===== src/rtl/video_pkg.sv =====
// Shared definitions for the video image-load path: load FSM states and default image sizes.
package video_pkg;

    localparam logic [16:0] BG_WORDS_DEFAULT     = 17'd129600;
    localparam logic [16:0] SPRITE_BYTES_DEFAULT = 17'd32768;

    typedef enum logic [2:0] {
        ST_IDLE,
        ST_BG,
        ST_SP_HI,
        ST_SP_LO,
        ST_DONE
    } load_state_t;

endpackage


===== src/rtl/image_load_controller.sv =====
// Streams the background (RGB565 words) or the spritesheet (alpha bytes, two per word)
// from a valid/ready source into image memory through a shared write port.
//
// state    | meaning
// ---------+-----------------------------------------------------------
// ST_IDLE  | waiting; starts the highest-priority pending load
// ST_BG    | accepting background words, one write per word
// ST_SP_HI | accepting a sprite word; high byte written next cycle
// ST_SP_LO | writing the held low byte; source stalled
// ST_DONE  | one-cycle completion pulse, loaded flag set
module image_load_controller
    import video_pkg::*;
#(
    parameter logic [16:0] BG_WORDS     = BG_WORDS_DEFAULT,
    parameter logic [16:0] SPRITE_BYTES = SPRITE_BYTES_DEFAULT
) (
    input  logic        clk,
    input  logic        reset_n,
    input  logic        bg_load_req,
    input  logic        sprite_load_req,
    input  logic        abort,
    input  logic        data_valid,
    input  logic [15:0] data_in,
    output logic        data_ready,
    output logic        background_write_en,
    output logic        spritesheet_write_en,
    output logic [16:0] image_write_addr,
    output logic [15:0] image_write_data,
    output logic        busy,
    output logic        bg_loaded,
    output logic        sprite_loaded,
    output logic        done
);

    load_state_t state;
    logic [16:0] cnt;
    logic        bg_pend;
    logic        sp_pend;
    logic [7:0]  lo_byte;
    logic        accept;
    logic        start_bg;
    logic        start_sp;

    assign accept   = data_valid && data_ready;
    assign start_bg = (state == ST_IDLE) && bg_pend && !abort;
    assign start_sp = (state == ST_IDLE) && !bg_pend && sp_pend && !abort;
    assign busy     = (state != ST_IDLE);

    always_ff @(posedge clk or negedge reset_n) begin
        if (!reset_n) begin
            state                <= ST_IDLE;
            cnt                  <= '0;
            bg_pend              <= 1'b0;
            sp_pend              <= 1'b0;
            lo_byte              <= '0;
            data_ready           <= 1'b0;
            background_write_en  <= 1'b0;
            spritesheet_write_en <= 1'b0;
            image_write_addr     <= '0;
            image_write_data     <= '0;
            bg_loaded            <= 1'b0;
            sprite_loaded        <= 1'b0;
            done                 <= 1'b0;
        end else begin
            background_write_en  <= 1'b0;
            spritesheet_write_en <= 1'b0;
            done                 <= 1'b0;

            // A request for the kind already loading (or starting now) is absorbed.
            if (abort) begin
                bg_pend <= 1'b0;
                sp_pend <= 1'b0;
            end else begin
                if (start_bg)
                    bg_pend <= 1'b0;
                else if (bg_load_req && state != ST_BG)
                    bg_pend <= 1'b1;
                if (start_sp)
                    sp_pend <= 1'b0;
                else if (sprite_load_req && state != ST_SP_HI && state != ST_SP_LO)
                    sp_pend <= 1'b1;
            end

            if (abort) begin
                state      <= ST_IDLE;
                data_ready <= 1'b0;
            end else begin
                case (state)
                    ST_IDLE: begin
                        if (start_bg) begin
                            state      <= ST_BG;
                            cnt        <= '0;
                            bg_loaded  <= 1'b0;
                            data_ready <= 1'b1;
                        end else if (start_sp) begin
                            state         <= ST_SP_HI;
                            cnt           <= '0;
                            sprite_loaded <= 1'b0;
                            data_ready    <= 1'b1;
                        end
                    end
                    ST_BG: begin
                        if (accept) begin
                            background_write_en <= 1'b1;
                            image_write_addr    <= cnt;
                            image_write_data    <= data_in;
                            cnt                 <= cnt + 17'd1;
                            if (cnt == BG_WORDS - 17'd1) begin
                                state      <= ST_DONE;
                                data_ready <= 1'b0;
                                done       <= 1'b1;
                                bg_loaded  <= 1'b1;
                            end
                        end
                    end
                    ST_SP_HI: begin
                        if (accept) begin
                            spritesheet_write_en <= 1'b1;
                            image_write_addr     <= cnt;
                            image_write_data     <= {8'h00, data_in[15:8]};
                            lo_byte              <= data_in[7:0];
                            cnt                  <= cnt + 17'd1;
                            state                <= ST_SP_LO;
                            data_ready           <= 1'b0;
                        end
                    end
                    ST_SP_LO: begin
                        spritesheet_write_en <= 1'b1;
                        image_write_addr     <= cnt;
                        image_write_data     <= {8'h00, lo_byte};
                        cnt                  <= cnt + 17'd1;
                        if (cnt == SPRITE_BYTES - 17'd1) begin
                            state         <= ST_DONE;
                            done          <= 1'b1;
                            sprite_loaded <= 1'b1;
                        end else begin
                            state      <= ST_SP_HI;
                            data_ready <= 1'b1;
                        end
                    end
                    ST_DONE: state <= ST_IDLE;
                    default: state <= ST_IDLE;
                endcase
            end
        end
    end

endmodule


===== config.mk =====
export PLATFORM = sky130hd
export DESIGN_NAME = image_load_controller
export DESIGN_NICKNAME = d
export VERILOG_FILES = /design/src/rtl/video_pkg.sv /design/src/rtl/image_load_controller.sv
export SDC_FILE = /design/constraint.sdc
export NUM_CORES = 1
export LEC_CHECK = 0
export CAP_MARGIN = 0
export CORE_UTILIZATION = 40
export CTS_CLUSTER_SIZE = 28
export DETAILED_ROUTE_END_ITERATION = 10
export SYNTH_ARGS = -nofsm -noshare
export SYNTH_HDL_FRONTEND = slang
export SYNTH_SLANG_ARGS = --single-unit
export TNS_END_PERCENT = 30

===== constraint.sdc =====
create_clock -name clk -period 2.4 [get_ports clk]
set_clock_uncertainty 0.1 [all_clocks]
set_input_delay 0.48 -clock clk [delete_from_list [all_inputs] [get_ports clk]]
set_output_delay 0.48 -clock clk [all_outputs]
set_load 0.03 [all_outputs]

==> summary by stage, run 1 <==
STA
The max-slew violation count was 0. The hold violation total from the final report was 0. The worst pin sits at a relative slew slack of 0.630. The aggregate negative setup slack is 0 ns. Setup repair after global routing left no endpoint under its margin. The actual transition at the worst max-transition pin is about 0.55 ns. The fmax is approximately 0.46 GHz. The worst path needs ~2.2 ns of the cycle, external delays included.

Setup slack on the critical path of the routed design comes to about 0.21 ns. Setup violations remaining at the end of the flow were counted as 0. In the finished design, the share of the clock period the worst path needs comes to 0.913. Across all hold checks on the routed design, the worst slack comes to 0.00993 ns.

Route
The number of nets still failing antenna checks after routing is 0. The detailed-route vias per instance is 5.32. The first-pass iteration count of the detailed router is 4.

In this run, the number of DRC markers left after iteration 0 of detailed routing was approximately 130. The total via count after detailed routing is about 2.5k. Summed over all layers, the routed wires come to between 7 and 8 mm. After detailed routing, the number of remaining DRC violations is 0. In the final routed layout, each cell accounts on average for 15.6 um.

Die
After floorplanning, the core was sized to cover approximately 8200 um2. The die width is roughly 94 um. 62 I/O pins were placed. For this configuration, the core starts out at a cell density of 0.411. In this run the core area contains 33 standard-cell rows. The die boundary height is about 94 um. The die footprint is between 8000 and 9000 um2.

Critical path
STA puts the critical path data required time at 1.82 ns. The count of cells along the worst register-to-register path is 5. The critical register-to-register path startpoint is cnt[7]. In this run the worst path has a maximum fanout of 19. Data arrives at the worst endpoint at about 1.6 ns. The worst register-to-register path ends at state[0].

STA classifies the critical path startpoint as a flop. The worst setup path is captured at an output port. The critical path class is reg2out.

The worst register-to-register path has a setup slack of around 0.38 ns.

Power and ir drop
The net switching share of the total power is 0.370. Of the total power, the clock network draws 0.236. VDD sags by at most between 600 and 700 uV.

The share of total power dissipated in sequential elements is 0.357. The internal portion of the total power is about 2.8 mW. Of the total power, combinational logic draws 0.407. For this design the static power due to leakage is 2.00 nW. The switching power is between 1.5 and 2 mW.

The power density over the cells is just over 1000 nW/um2.

Yosys
The leading register cell type out of synthesis is dfrtp_1. Of the post-synthesis cell area, the dominant cell type holds 0.514. In this run, synthesis produced a sequential element count of 69. Of all cell types, the one taking the most synthesized area is dfrtp_1. The portion of the post-synthesis area used by sequential elements is 0.514. The post-synthesis average cell area is roughly 12 um2.

By area the synthesized netlist is led by dfrtp_1 (51%), mux2_4 (8.0%), nor2_1 (3.5%). Of all flip-flops after synthesis, the portion carrying an async set or reset was 1.00. Summing every instance area after synthesis gives between 3000 and 4000 um2.

The count of mapped cells out of synthesis is 291. When the netlist entered floorplanning its net count stood at around 310. In this run, distinct cell masters in the synthesized netlist total 54.

The number of enable flip-flop cells after synthesis is 0. The total number of yosys warnings is 0.

Clocking
The insertion delay to the later sink of the worst-skew pair is 0.34 ns. No sink is reached through more buffers than the 2 on the longest clock path. In this run the post-CTS setup repair buffer count came out at 0. The CTS tree is yes. The number of buffers inserted during clock tree synthesis is 9. The H-tree depth is 3. CTS placed an instance of clkbuf_8 at the clock tree root.

For this design, the CTS-stage hold fixing added 0 buffers. Post-CTS repair changed the size of 0 cells. After clock tree synthesis, the clock-pin slew on the worst setup and hold paths is around 0.08 ns. Counting every sink on the clock net gives 69.

Placed design
The final weighted congestion in routability-driven placement is 0.829. Counting tap cells, the placed design contains a total of approximately 460 instances. The setup slack at placement is roughly 0.084 ns. The number of port buffers is between 60 and 70. Once detailed placement completed, the half-perimeter wirelength came to a little over 5 mm.

Outcome
The flow ran to the end, and the final reports show no timing, DRC or antenna violations.

Global route
The initial antenna violation count came to 0. Entering global routing, the biggest net connects 70 pins. The via count of the first global-routing pass was between 2k and 2.5k.

The global-route wire length before repair is between 10 and 15 mm. The total track usage is 0.180. The sum of overflow across all layers after global routing is 0.

Final layout
The utilization of the core after routing is 0.535. The area added between synthesis and finish is 30.2%. The non-filler instance count after layout is ~470.

The number of antenna diodes in the final layout is 0. The final layout contains 386 nets. In the final layout, the share of cells above drive strength 1 is 0.198.

Min path
The min-delay analysis places its worst path in the category in2async.

Run
The tool flagged a number of max-cap violations equal to 0.
[Yosys cell counts, drive strengths merged, types with 7 or more instances]
master / count
nor2: 34
mux2: 27
nand2: 17
o21ai: 14
a22o: 8
mux2i: 9
nand4: 9
nand3: 9
xor2: 11
a21oi: 12
and3: 7
buf: 13
dfrtp: 69
[kinds of logic after synthesis]
kind of cell | Yosys count | synth area share
and+or+nand+nor | 101 | 0.164
DFF | 69 | 0.514
adders and majority gates | 1 | 0.00373
xor gates and xnor gates | 13 | 0.0361
buffers and inverters | 19 | 0.0361
muxes | 36 | 0.137
AOI/OAI and AO/OA | 52 | 0.109
[worst max-delay path: stages (launching register included)]
cell	delay (ns)
dfrtp_1	0.47
buf_4	0.25
or3_1	0.37
buf_4	0.19
[power groups by stage]
stage | registers, mW | logic, mW | clock network (mW)
5_1_grt | 1.65 | 2.00 | 1.14
2_1_floorplan | 1.80 | 1.02 | 0
4_1_cts | 1.61 | 1.85 | 1.09
3_3_place_gp | 1.63 | 1.83 | 0
6_report | 1.61 | 1.84 | 1.07
3_5_place_dp | 1.62 | 1.86 | 0
[how the worst max path moves through the flow]
stage / start / end / slack (ns) / cells after the start
detailed placement: data_valid / image_write_data[5] / 0.08 / 7
global route: state[0] / busy / 0.14 / 3
floorplan: data_ready / image_write_addr[10] / 0.53 / 6
CTS: state[0] / busy / 0.20 / 3
global placement: data_valid / image_write_addr[1] / 0.12 / 6
finish: state[0] / busy / 0.21 / 3
[flip-flops by register name (all words and copies together) (netlist names)]
signal / count
cnt: 17
sprite_loaded: 1
image_write_addr: 17
data_ready: 1
image_write_data: 16
background_write_en: 1
lo_byte: 8
sp_pend: 1
state: 3
spritesheet_write_en: 1
bg_loaded: 1
bg_pend: 1
done: 1
[layer usage]
metal,share of wire,up-vias,GRT usage
met2,0.45,63,0.263
met3,0.048,12,0.0423
met4,0.017,0,0.0769
li1,-,1196,-
met5,0,-,0
met1,0.48,1247,0.255
[per-stage QoR]
step                      power (mW)  instance area (um2)
after global placement          3.46                 4150
final                           4.52                 4370
after detailed placement        3.48                 4150
after global routing            4.79                 4370
after CTS                       4.56                 4370
after floorplan                 2.83                 3360
[layout make-up]
| type | count | area, um2 |
|---|---|---|
| Timing Repair Buffer | 79 | 776 |
| Multi-Input combinational cell | 203 | 1510 |
| Clock buffer | 11 | 141 |
| Inverter | 1 | 3.75 |
| Sequential cell | 69 | 1730 |
| Tap cell | 105 | 131 |
| Clock inverter | 5 | 83.8 |
| Fill cell | 723 | 3800 |
[cells in the final DEF (no fill, tap or decap), types with 9 or more instances in the layout]
master | netlist | layout
buf_4 | 2 | 16
clkbuf_8 | 0 | 10
a21oi_1 | 12 | 12
nor2_1 | 31 | 31
nand2_1 | 17 | 17
mux2i_1 | 9 | 9
mux2_4 | 18 | 18
clkdlybuf4s50_1 | 0 | 59
xor2_1 | 11 | 11
nand4_1 | 9 | 9
mux2_2 | 9 | 9
dfrtp_1 | 69 | 69
o21ai_0 | 14 | 14
No activity file was read; power rests on OpenSTA's default activity.
==> inputs of run 2 (changes only) <==
--- a/config.mk
+++ b/config.mk
@@ -6,9 +6,10 @@
 export NUM_CORES = 1
 export LEC_CHECK = 0
 export CAP_MARGIN = 0
-export CORE_UTILIZATION = 40
+export CORE_UTILIZATION = 52
 export CTS_CLUSTER_SIZE = 28
 export DETAILED_ROUTE_END_ITERATION = 10
+export PLACE_DENSITY = 0.79
 export SYNTH_ARGS = -nofsm -noshare
 export SYNTH_HDL_FRONTEND = slang
 export SYNTH_SLANG_ARGS = --single-unit
==> summary by stage, run 2 (same netlist as run 1, synthesis figures left out) <==
Route
The wire length per cell after detailed routing is approximately 16 um. Using the TritonRoute via totals, the vias-per-cell ratio works out to between 5 and 6. The detailed router placed around 2.5k vias in this run.

The final layout contains routed wiring with a total length of between 7 and 8 mm. The number of nets still failing antenna checks after routing is 0. The final routed DRC violation total is 0. The first-pass iteration count of the detailed router is 4. In this run, the number of DRC markers left after iteration 0 of detailed routing was approximately 140.

Power and ir drop
The cell-internal power is between 2 and 3 mW. Summed over all nets, the switching power comes to 1.68 mW. The overall power consumption is 4.51 mW. The power share of the clock group is 0.235. Summed over all cells, the static leakage comes to roughly 2.0 nW. The sequential group share of total power is 0.359.

The fraction of power consumed by combinational cells is 0.406. IR analysis of the VDD net gives a maximum drop of 782 uV. Of the total power, the share spent switching nets is 0.372. Power spread over the standard cell area amounts to between 1000 and 1500 nW/um2.

Outcome
The flow ran to the end, and the final reports show no timing, DRC or antenna violations.

Placed design
The total placed instance area is 4100 um2. At the end of routability-driven placement, the weighted congestion stood at 0.830. The number of port buffers is a little over 60. The placed wire-length estimate is about 5 mm. The setup slack at placement is 0.0694 ns.

Critical path
Along the worst path, the maximum fanout reaches 11. The critical path class is reg2out. For the worst setup path, the data required time is ~1.8 ns.

The count of cells along the worst register-to-register path is 6. The arrival time reported for the critical path endpoint is ~1.5 ns. The category of the worst setup path capture point is an output port.

The kind of start point of the critical path is a flop.

Clocking
The insertion delay to the later sink of the worst-skew pair is around 0.35 ns. The number of clock buffers added by TritonCTS is 9. The clock passes through at most 2 buffers. The tree built by TritonCTS fans out to between 60 and 70 sinks. In this run the post-CTS setup repair buffer count came out at 0. The CTS tree is yes.

The H-tree generated during clock tree synthesis spans 3 levels. The number of hold buffers added after CTS was 0. The tree is rooted in a clkbuf_8. Clock-pin slew was measured on the worst setup and hold paths at about 0.08 ns. Post-CTS repair changed the size of 0 cells.

Die
The die is about 82 um wide. The floorplan has 28 rows. The die boundary height is 82.4 um. The die covers around 6800 um2. For this configuration, the core starts out at a cell density of 0.554. The count of pins on the block boundary is 62. The area of the core is 6060 um2.

Final layout
The largest registers in the layout are cnt: 17 flops, image_write_addr: 17 flops, image_write_data: 16 flops. The total of fill cells in the finished design is around 440. The utilization of the core after routing is 0.714.

The total area of multi-input combinational cells is roughly 1500 um2. In the layout the commonest cells are dfrtp_1 (69), clkdlybuf4s50_1 (59), nor2_1 (31). The library cell used most frequently in the layout, excluding fill and tap cells, is dfrtp_1. Summing all non-filler instances in the final layout gives an area of approximately 4300 um2. The fraction of final layout cells with drive strength greater than 1 is 0.199. 0 antenna diodes ended up in the layout. The area added between synthesis and finish is 28.8%.

The count of nets after finishing is roughly 390. In the final layout, flip-flops and latches occupy around 1700 um2.

STA
Measured against its own limit, the worst slew margin works out to 0.705. The setup slack after layout is between 0.2 and 0.3 ns. The aggregate negative setup slack is 0 ns. The hold violation total from the final report is 0. Dividing the final minimum period by the clock period gives 0.885. The max-slew violation count is 0. Setup repair after global routing left no endpoint under its margin. For the pin with the worst max-slew slack, the measured transition is 0.440 ns.

The smallest clock period supported by the final layout is computed as 2.12 ns. Setup violations remaining at the end of the flow were counted as 0. Derived from the worst setup path, the maximum achievable clock frequency is 0.471 GHz.

Global route
The largest net degree at the start of global routing is 70. Across every metal layer, demand over resource in global routing totals 0.240. The sum of overflow across all layers after global routing is 0. The via count of the first global-routing pass is 2465. The global-route wire length before repair is around 12 mm.

The initial antenna violation count came to 0.

Min path
The type of the tightest min-delay check is in2async.

Run
The tool flagged a number of max-cap violations equal to 0.
## run 2: final cells by class
cell class	count	area share
Inverter	1	0.000868
Tap cell	75	0.0217
Multi-Input combinational cell	203	0.349
Clock buffer	10	0.0318
Timing Repair Buffer	78	0.178
Sequential cell	69	0.399
Clock inverter	6	0.0200
## run 2: power groups by stage
stage	clock network [mW]	registers [mW]	logic, mW
floorplan	0	1.80	1.02
global placement	0	1.62	1.78
detailed placement	0	1.63	1.83
CTS	1.08	1.61	1.84
global route	1.13	1.65	1.98
finish	1.06	1.62	1.83
## run 2: stage by stage
stage | instances | hold slack, ns
final | 442 | 0.0368
after global routing | 442 | 0.0602
after CTS | 442 | 0.0527
after detailed placement | 426 | 0.373
after global placement | 426 | 0.371
after floorplan | 291 | 0.0844
## run 2: worst paths after layout
path                                     startpoint                   to  slack, ns
worst max register to register             state[0]             state[0]       0.41
min in group clk                image_write_data[4]  image_write_data[4]       0.39
worst min-delay path                        reset_n  image_write_addr[5]       0.04
worst min register to register  image_write_data[4]  image_write_data[4]       0.39
worst max-delay path                       state[2]                 busy       0.28
max in group asynchronous                   reset_n               cnt[4]       1.87
## run 2: worst max-delay path, stage by stage, from the launching register on
cell	delay, ns
dfrtp_1	0.54
or3_1	0.47
buf_4	0.19
## run 2: per-layer routing
layer,track usage,vias to the layer above,wire (um),share of wire
met3,0.0527,11,383,0.053
met4,0.112,0,99,0.014
met2,0.369,76,3470,0.48
met1,0.322,1244,3280,0.45
met5,0,-,0,0
li1,-,1196,-,-
==> inputs of run 3 (changes only) <==
--- a/config.mk
+++ b/config.mk
@@ -5,11 +5,12 @@
 export SDC_FILE = /design/constraint.sdc
 export NUM_CORES = 1
 export LEC_CHECK = 0
+export ABC_AREA = 1
 export CAP_MARGIN = 0
-export CORE_UTILIZATION = 52
+export CORE_UTILIZATION = 47
 export CTS_CLUSTER_SIZE = 28
 export DETAILED_ROUTE_END_ITERATION = 10
-export PLACE_DENSITY = 0.79
+export PLACE_DENSITY = 0.76
 export SYNTH_ARGS = -nofsm -noshare
 export SYNTH_HDL_FRONTEND = slang
 export SYNTH_SLANG_ARGS = --single-unit
==> constraint.sdc (replaced) <==
create_clock -name clk -period 1.8 [get_ports clk]
set_clock_uncertainty 0.1 [all_clocks]
set_input_delay 0.36 -clock clk [delete_from_list [all_inputs] [get_ports clk]]
set_output_delay 0.36 -clock clk [all_outputs]
set_load 0.03 [all_outputs]
==> summary by stage, run 3 <==
Final layout
Compared with the post-synthesis result, the final layout area differs by 35.8%. The utilization of the core after routing is 0.666. Of the cells placed in the final design, the portion with a size suffix greater than 1 is 0.172. The final layout contains 541 nets. In the final layout, the registers with the most flip-flops are cnt: 17 flops, image_write_addr: 17 flops, image_write_data: 16 flops. The final antenna diode count is 0. The most frequent standard cell in the layout excluding fill and tap cells is nand2_1. Summing all multi-input logic gate instances after layout gives around 1500 um2. The post-layout instance area is between 4000 and 5000 um2. In the final layout, flip-flops and latches occupy roughly 1700 um2. The non-filler instance count after layout is between 600 and 700.

In the layout the commonest cells are nand2_1 (118), dfrtp_1 (69), o21ai_0 (41). Counting the fill cells in the layout gives 578.

Die
The area of the core is between 6000 and 7000 um2. The die width is 86.7 um. The effective utilization at floorplan is 0.491. From bottom edge to top edge, the die measures between 80 and 90 um. The die covers between 7000 and 8000 um2. After floorplanning, the core was divided into 30 placement rows. In this run the count of I/O pins placed on the die edge is a little over 60.

Power and ir drop
Of the total power, combinational logic draws 0.501. The switching power is 3.16 mW. The maximum VDD drop is ~700 uV. Of the total power, the share spent switching nets is 0.439. The power density over the cells is approximately 1600 nW/um2. The overall power consumption is approximately 7.2 mW. The power share of the clock group is 0.167. The analysis attributes to cell leakage a power of ~2.2 nW. Of the total power, registers draw 0.332.

The internal portion of the total power is 4.04 mW.

Critical path
The count of cells along the worst register-to-register path is 7. The critical path class is reg2reg. Data on the critical path arrives at its endpoint at approximately 1.9 ns. The critical-path maximum fanout is 12. STA classifies the critical path endpoint as a flop.

The kind of start point of the critical path is a flop. Data on the critical path is required at its endpoint by 1.98 ns.

Placed design
Routability-driven placement finished with a final weighted congestion of between 0.9 and 1. Summed over all nets, the half-perimeter wirelength after detailed placement is slightly above 6 mm. Prior to clock tree synthesis, the placed netlist has a worst setup slack of -0.106 ns.

Summing all placed instances gives a cell area of ~4300 um2. Port buffering added between 60 and 70 buffers. The cell count after placement is 600.

Route
Once detail routing completed, the nets flagged for antenna violations numbered 0. The pre-antenna-repair detailed-routing pass consisted of 5 iterations. Wires add up to about 8.8 mm. The wire length per cell after detailed routing is approximately 14 um. The iteration-0 DRC count of the detailed router is approximately 190. For this block, the via count after detailed routing is around 3.3k. The detailed-route vias per instance is 5.28. The final routed DRC violation total is 0.

Global route
The largest net degree at the start of global routing is 70. The total track usage is 0.247. Global routing finished with a remaining overflow of 0. The first global-routing pass estimated ~14 mm of wire.

The via count of the first global-routing pass is roughly 3.1k. The initial antenna violation count is 0.

Min path
The worst hold path passes through 2 cells. The tightest min-delay check is of the reg2reg type.

Yosys
For this run, the number of Yosys warnings is 0. Counting flops with a built-in enable in the synthesized netlist gives 0. The post-synth net total is between 400 and 500. The biggest area contributor in the post-synthesis netlist is dfrtp_1. The post-synthesis average cell area is 8.00 um2.

Among all flip-flop cells after synthesis, the most frequent one is dfrtp_1. The post-synthesis cell area is about 3400 um2. In the post-synthesis netlist, the biggest area contributors are dfrtp_1 (51%), nand2_1 (14%), o21ai_0 (6.2%).

The post-synthesis async set-or-reset flop share is 1.00. The most common cell in the synthesized netlist is nand2_1. By count the netlist is led by nand2_1 (123), dfrtp_1 (69), nor2_1 (43), o21ai_0 (42), inv_1 (39).

The share of synthesized area in the top cell type comes to 0.512. The number of different library cells used by synthesis comes to 29. The flop and latch count out of synthesis is 69. Of the synthesized area, sequential elements account for 0.512. The count of mapped cells out of synthesis is 421.

STA
The headroom to the max-slew limit is 0.718. For this run, the top clock speed supported by timing is roughly 0.57 GHz. Setup violations remaining at the end of the flow were counted as 0. The aggregate negative setup slack is 0 ns. The hold violation total from the final report was 0.

Setup repair after global routing could not meet its margin everywhere. Setup slack on the critical path of the routed design comes to 0.0514 ns. The max-slew violation count came to 0. For the pin with the worst max-slew slack, the measured transition is ~0.42 ns. The tightest hold path in the finished design has a slack of 0.365 ns. The ratio of final minimum period to clock period is 0.971. The post-layout minimum cycle time is roughly 1.7 ns.

Clocking
The number of clock sinks is 69. The H-tree depth is 3. The clock reaches the later pin of the worst-skew pair after around 0.35 ns.

No sink is reached through more buffers than the 2 on the longest clock path. In this run, CTS created clock tree buffers numbering 9. The CTS tree is yes. After clock tree synthesis, the clock-pin slew on the worst setup and hold paths is ~0.070 ns. In this run the clock root is driven by a clkbuf_8.

Outcome
The run finished with clean final reports.

Run
The total of max-cap violations is 0.
[run 3: cell types whose count changed in the layout (fill, tap and decap cells not counted), moves of 16 or more]
cell,change
buf_4,+16
nand3_1,+17
clkdlybuf4s50_1,-39
inv_1,+36
o21ai_0,+27
mux2_4,-18
dlygate4sd2_1,+39
nand2_1,+101
[run 3: per-layer routing]
layer,GRT usage,share of wire,vias to the layer above
met3,0.0476,0.054,20
met5,0,0,-
li1,-,-,1570
met2,0.377,0.48,122
met1,0.345,0.45,1550
met4,0.103,0.020,0
[run 3: area by class of cell]
type	count	share of cell area
clock inverters	5	0.0115
clock buffers	10	0.0279
flip-flops and latches	69	0.377
well taps	96	0.0263
multi-input cells	297	0.321
inverters	43	0.0358
repair buffers	98	0.200
[run 3: cells by family after synthesis]
family          share of synthesized area
compound gates                      0.122
xor+xnor                           0.0130
fa+ha+maj                         0.00371
buf+inv                            0.0758
flops                               0.512
simple gates                        0.273
[run 3: power by group through the flow]
stage | clock (mW) | sequential (mW) | combinational [mW]
6_report | 1.20 | 2.39 | 3.60
5_1_grt | 1.29 | 2.45 | 3.94
4_1_cts | 1.23 | 2.38 | 3.44
3_5_place_dp | 0 | 2.42 | 3.67
3_3_place_gp | 0 | 2.39 | 3.61
2_1_floorplan | 0 | 3.06 | 1.49
[run 3: worst max-delay path, stage by stage (launching register included)]
cell,delay [ns]
dfrtp_1,0.40
nor2_4,0.17
nand2_2,0.10
clkinv_1,0.15
nor2_4,0.07
inv_1,0.32
nand3_1,0.16
o21ai_0,0.18
[run 3: repair_timing]
item                                    in CTS  in global routing
resized for setup                           42                 28
pin swaps                                    0                  6
buffers inserted                             0                  1
endpoints found under the setup margin      41                 55
endpoints found under the hold margin       69                  0
hold buffers                                 1                  0
gates cloned                                 0                  1
[run 3: final timing paths]
path / startpoint / endpoint / slack [ns]
min: image_write_addr[0] / image_write_addr[0] / 0.37
min reg2reg: image_write_addr[0] / image_write_addr[0] / 0.37
max: state[2] / cnt[6] / 0.05
max in group asynchronous: reset_n / image_write_addr[13] / 0.84
max reg2reg: state[2] / cnt[6] / 0.05
min in group asynchronous: reset_n / image_write_addr[10] / 0.46
